<file path="config.mk">
export PLATFORM = sky130hd
export DESIGN_NAME = dwt_level_arbiter
export DESIGN_NICKNAME = d
export VERILOG_FILES = /design/src/rtl/dwt_level_arbiter.sv
export SDC_FILE = /design/constraint.sdc
export NUM_CORES = 1
export LEC_CHECK = 0
export CAP_MARGIN = 20
export CORE_AREA = 2 2 254 256
export CTS_CLUSTER_DIAMETER = 50
export DETAILED_ROUTE_END_ITERATION = 7
export DIE_AREA = 0 0 256 258
export GPL_ROUTABILITY_DRIVEN = 0
export GPL_TIMING_DRIVEN = 0
export HOLD_SLACK_MARGIN = 0.12
export PLACE_DENSITY_LB_ADDON = 0.12
export SYNTH_ARGS = -nofsm -noshare
export SYNTH_HDL_FRONTEND = slang
export SYNTH_SLANG_ARGS = --single-unit
</file>
<file path="constraint.sdc">
create_clock -name clk_312_5 -period 21.3 [get_ports clk_312_5]
set_input_delay 2.13 -clock clk_312_5 [delete_from_list [all_inputs] [get_ports clk_312_5]]
set_output_delay 2.13 -clock clk_312_5 [all_outputs]
set_load 0.005 [all_outputs]
</file>
<file path="src/rtl/dwt_level_arbiter.sv">
// Round-robin arbiter sharing one 8-tap fp32 filter engine among DWT decomposition levels.
// Issues at most one beat per ISSUE_GAP cycles and routes in-order results back via a tag FIFO.
module dwt_level_arbiter #(
  parameter int N_REQ     = 3,
  parameter int ISSUE_GAP = 4,
  parameter int TAG_DEPTH = 8,
  parameter int FLUSH_CYC = 16
) (
  input  logic                   clk_312_5,
  input  logic                   rst,
  input  logic [N_REQ-1:0]       req_valid,
  input  logic [N_REQ*128-1:0]   req_data,
  output logic [N_REQ-1:0]       req_ready,
  output logic                   eng_valid,
  output logic [127:0]           eng_data,
  output logic [1:0]             eng_sel,
  input  logic                   eng_res_valid,
  input  logic [63:0]            eng_res,
  output logic [N_REQ-1:0]       res_valid,
  output logic [63:0]            res_data,
  output logic                   busy,
  output logic                   err_unexp
);

  localparam int CW = (ISSUE_GAP > 1) ? $clog2(ISSUE_GAP) : 1;
  localparam int PW = $clog2(TAG_DEPTH);
  localparam int FW = $clog2(FLUSH_CYC + 1);

  logic [CW-1:0]               cnt;
  logic [1:0]                  last_grant;
  logic [PW:0]                 wr_ptr, rd_ptr;
  logic [1:0]                  tag_mem [TAG_DEPTH];
  logic [FW-1:0]               flush;
  logic [N_REQ-1:0][127:0]     beat;
  logic [PW:0]                 occ;
  logic                        full, empty, found, xfer, pop, unexp;
  logic [1:0]                  gnt, idx;

  for (genvar k = 0; k < N_REQ; k++) begin : g_beat
    assign beat[k] = req_data[128*k +: 128];
  end

  assign occ   = wr_ptr - rd_ptr;
  assign full  = (occ == (PW+1)'(TAG_DEPTH));
  assign empty = (occ == '0);

  // Search starts one past the last winner so every level gets a turn.
  always_comb begin
    found = 1'b0;
    gnt   = '0;
    idx   = '0;
    for (int i = 1; i <= N_REQ; i++) begin
      idx = 2'((int'(last_grant) + i) % N_REQ);
      if (!found && req_valid[idx]) begin
        found = 1'b1;
        gnt   = idx;
      end
    end
    req_ready = '0;
    if (!rst && cnt == '0 && !full && found) req_ready[gnt] = 1'b1;
  end

  assign xfer  = |(req_valid & req_ready);
  // Results landing before the engine pipeline has drained are stale.
  assign pop   = eng_res_valid && !empty && (flush == '0);
  assign unexp = eng_res_valid &&  empty && (flush == '0);
  assign busy  = !empty || eng_valid;

  always_ff @(posedge clk_312_5) begin
    if (xfer) tag_mem[wr_ptr[PW-1:0]] <= gnt;
  end

  always_ff @(posedge clk_312_5 or posedge rst) begin
    if (rst) begin
      cnt        <= '0;
      last_grant <= 2'(N_REQ - 1);
      wr_ptr     <= '0;
      rd_ptr     <= '0;
      flush      <= FW'(FLUSH_CYC);
      eng_valid  <= 1'b0;
      eng_data   <= '0;
      eng_sel    <= '0;
      res_valid  <= '0;
      res_data   <= '0;
      err_unexp  <= 1'b0;
    end else begin
      cnt       <= (cnt == CW'(ISSUE_GAP - 1)) ? '0 : cnt + 1'b1;
      if (flush != '0) flush <= flush - 1'b1;
      eng_valid <= xfer;
      if (xfer) begin
        last_grant <= gnt;
        eng_data   <= beat[gnt];
        eng_sel    <= gnt;
        wr_ptr     <= wr_ptr + 1'b1;
      end
      res_valid <= '0;
      if (pop) begin
        res_valid <= N_REQ'(1) << tag_mem[rd_ptr[PW-1:0]];
        res_data  <= eng_res;
        rd_ptr    <= rd_ptr + 1'b1;
      end
      if (unexp) err_unexp <= 1'b1;
    end
  end

endmodule

</file>
==> impl_metrics.csv <==
group,metric,value,unit
timing,relSlewSlack,36.60,%
floorplanning,die_h,258,um
global_route,grt_max_degree,110,
cells_and_area,area_growth,78.82,%
placed_design,dpl_cell_area,19520,um^2
logic_synthesis,synth_ff_type,"dfrtp_1",
floorplanning,start_util,18.61,%
power_and_ir_drop,p_leak,7.859,nW
global_route,grtUsageMet1,18.91,%
timing,setup_viol,0,
clock_tree,clk_pin_slew_worst_paths,0.04,ns
logic_synthesis,yosys-top-cells-area,"dfrtp_1 45%, a31oi_2 11%, a22oi_1 8.1%",
timing,final.setup.worst_slack,13.92,ns
cells_and_area,fin_nets,2213,
logic_synthesis,ys_warn_count,0,
setup_path,required,19.17,ns
power_and_ir_drop,finalPower,0.003022,W
placed_design,dpl_worst_slack,13.79,ns
setup_path,cp-start-kind,"input port",
cells_and_area,drive_gt1_share,17.87,%
logic_synthesis,yosysTopAreaCell,"dfrtp_1",
floorplanning,io_pins,657,
drt,vias,11710,
logic_synthesis,ys_seq_area_share,49.49,%
setup_path,path_cells,"clkdlybuf4s50_1 -> inv_8 -> o311a_1 -> buf_6 -> buf_2 -> buf_2 -> and3_1 -> clkdlybuf4s50_1",
timing,fmax,135.4,MHz
clock_tree,clock_path_buffers,3,
drt,drc,0,
timing,post-route-period-util,34.66,%
global_route,use_met2,31.03,%
global_route,grt_usage,17.09,%
placed_design,dp_hpwl,44.49,mm
clock_tree,htree_levels,2,
clock_tree,worst_skew_pair.late_latency,0.58,ns
setup_path,crit_type,"input port to primary output",
setup_path,cp_slowest_cell,"inv_8",
drt,drt_wl_total,58.35,mm
logic_synthesis,synth_top_area_share,44.99,%
logic_synthesis,synth-async-reset-ratio,93.07,%
placed_design,dp.cells,2554,
clock_tree,cts_hold_buf,0,
setup_path,crit_path_max_incr_delay,0.58,ns
clock_tree,cts_tree,"done",
run_status,outcome,"finished, final reports clean",
run,cap_violations,0,
drt,drt_iter0_drc,401,
floorplanning,die_x,256,um
logic_synthesis,synth_commonest_cells,"213 x dfrtp_1, 131 x o21ai_0, 130 x a21oi_1, 128 x a22oi_1, 100 x a31oi_2",
floorplanning,placementRows,93,
logic_synthesis,synth_area,11850,um^2
floorplanning,dieArea,66050,um^2
timing,finalCriticalPeriod,7.383,ns
clock_tree,cts_sinks,231,
timing,rsz0062_at_grt,"no",
floorplanning,core-area,63650,um^2
logic_synthesis,postSynthAreaPerCell,11.37,um^2
global_route,grt.busiest_layer,"met2",
drt,dr.pass1.iters,5,
clock_tree,post_cts_resized,0,
global_route,grt_pass1_vias,12480,
clock_tree,cts_root_buffer,"clkbuf_16",
logic_synthesis,ys_ff_latch,231,
setup_path,critPathCaptureType,"primary output",
logic_synthesis,syn_nets,1508,
drt,ant_nets,0,
setup_path,path_max_fanout,109,
logic_synthesis,yosysMostFrequentCell,"dfrtp_1",
logic_synthesis,ys_types,58,
setup_path,r2r_slack,18.09,ns
drt,vias_per_cell,4.437,
logic_synthesis,synth_edf_count,16,
global_route,grt_overflow_total,0,
power_and_ir_drop,ir_worst_vdd,0.04564,mV
power_and_ir_drop,p_per_area,142.7,nW/um^2
clock_tree,cts_buffers,44,
global_route,antenna_found_initial,11,
setup_path,crit_arrival,5.25,ns
drt,drt-wirelength-per-cell,22.11,um
cells_and_area,layout.cells.non_filler,2639,
logic_synthesis,syn_inst,1042,
placed_design,portBuffers,656,
clock_tree,postCtsSetupBuffers,0,
timing,tns,0,ns
global_route,grt_pass1_wl,83.96,mm
timing,tightest_slew,0.9510,ns
timing,finalHoldViolCount,0,
cells_and_area,design_area,21180,um^2
hold_path,hold_class,"register to register",
timing,fin_skew,0.02561,ns
timing,drv_slew,0,
global_route,grtUsageMet3,6.017,%
## final timing paths
kind	start	cells after the start	endpoint
max	rst	8	req_ready[2]
min	cnt[0]	1	cnt[0]
max reg2reg	wr_ptr[0]	8	tag_mem[5][0]
min reg2reg	cnt[0]	1	cnt[0]
max in group asynchronous	rst	3	eng_data[91]
min in group asynchronous	rst	2	res_data[28]
## logic make-up after synthesis
family          count (synthesis)  share of synthesized area, %
buf+inv                       124                         5.291
fa+ha+maj                      12                         1.267
simple gates                   54                         2.905
mux                            75                         7.478
flops                         231                         49.49
xor+xnor                       12                        0.8872
compound gates                534                         32.68
## stage by stage
stage	hold slack (ns)	utilization [%]
after floorplan	0.4223	-
after global routing	0.4664	33.28
after global placement	0.4407	30.61
after CTS	0.4513	33.23
after detailed placement	0.4459	30.66
final	0.4487	33.28
## state kept, by name, indices dropped and copies added (netlist names)
| signal | flops |
|---|---|
| cnt | 2 |
| eng_data | 128 |
| eng_sel | 2 |
| eng_valid | 1 |
| err_unexp | 1 |
| flush | 5 |
| last_grant | 1 |
| rd_ptr | 4 |
| res_data | 64 |
| res_valid | 3 |
| tag_mem | 16 |
| wr_ptr | 4 |
## cells in the final DEF, fill, tap and decap left out, types with 3 or more instances in the layout
cell type,count
clkdlybuf4s50_1,656
dfrtp_1,213
o21ai_0,131
a21oi_1,130
a22oi_1,128
a31oi_2,100
mux2_2,68
clkbuf_1,55
clkbuf_16,45
buf_2,37
a31oi_1,28
edfxtp_1,16
buf_6,13
inv_1,12
ha_1,12
xnor2_1,10
nor2_1,9
bufinv_16,8
clkbuf_8,8
nand2_1,7
clkinvlp_4,7
nand3_1,6
diode_2,4
nand2b_1,4
buf_1,4
nor3_1,4
mux4_2,4
mux2i_1,3
nor3b_1,3
buf_4,3
and3_1,3
inv_6,3
clkinv_4,3
## report_power, final
part | switching (W) | internal, W | leakage [nW] | total (W)
clock network | 0.000263 | 0.000513 | 0.775 | 0.000776
logic | 0.000771 | 0.000710 | 4.46 | 0.00148
registers | 0.000119 | 0.000645 | 2.62 | 0.000765
total | 0.00115 | 0.00187 | 7.86 | 0.00302
## per-layer routing
metal,vias up,wire length (um)
li1,5451,-
met1,5701,22520
met2,454,29840
met3,86,4647
met4,16,1249
met5,-,98
## worst max-delay path, delay by kind of cell
kind | cells | cell delay (ns)
buffers and inverters | 6 | 2.48
AO/OA/AOI/OAI | 1 | 0.32
AND/OR/NAND/NOR | 1 | 0.19
## final cells by class
cell class	count	area (um^2)
clock inverter	24	386.6
inverter	14	62.56
clock buffer	55	1244
buffer	110	571.8
multi-input combinational	687	5356
timing repair buffer	659	6620
fill	6537	42470
tap	855	1070
antenna	4	10.01
sequential	231	5863
Power figures use the tool's default switching activity.
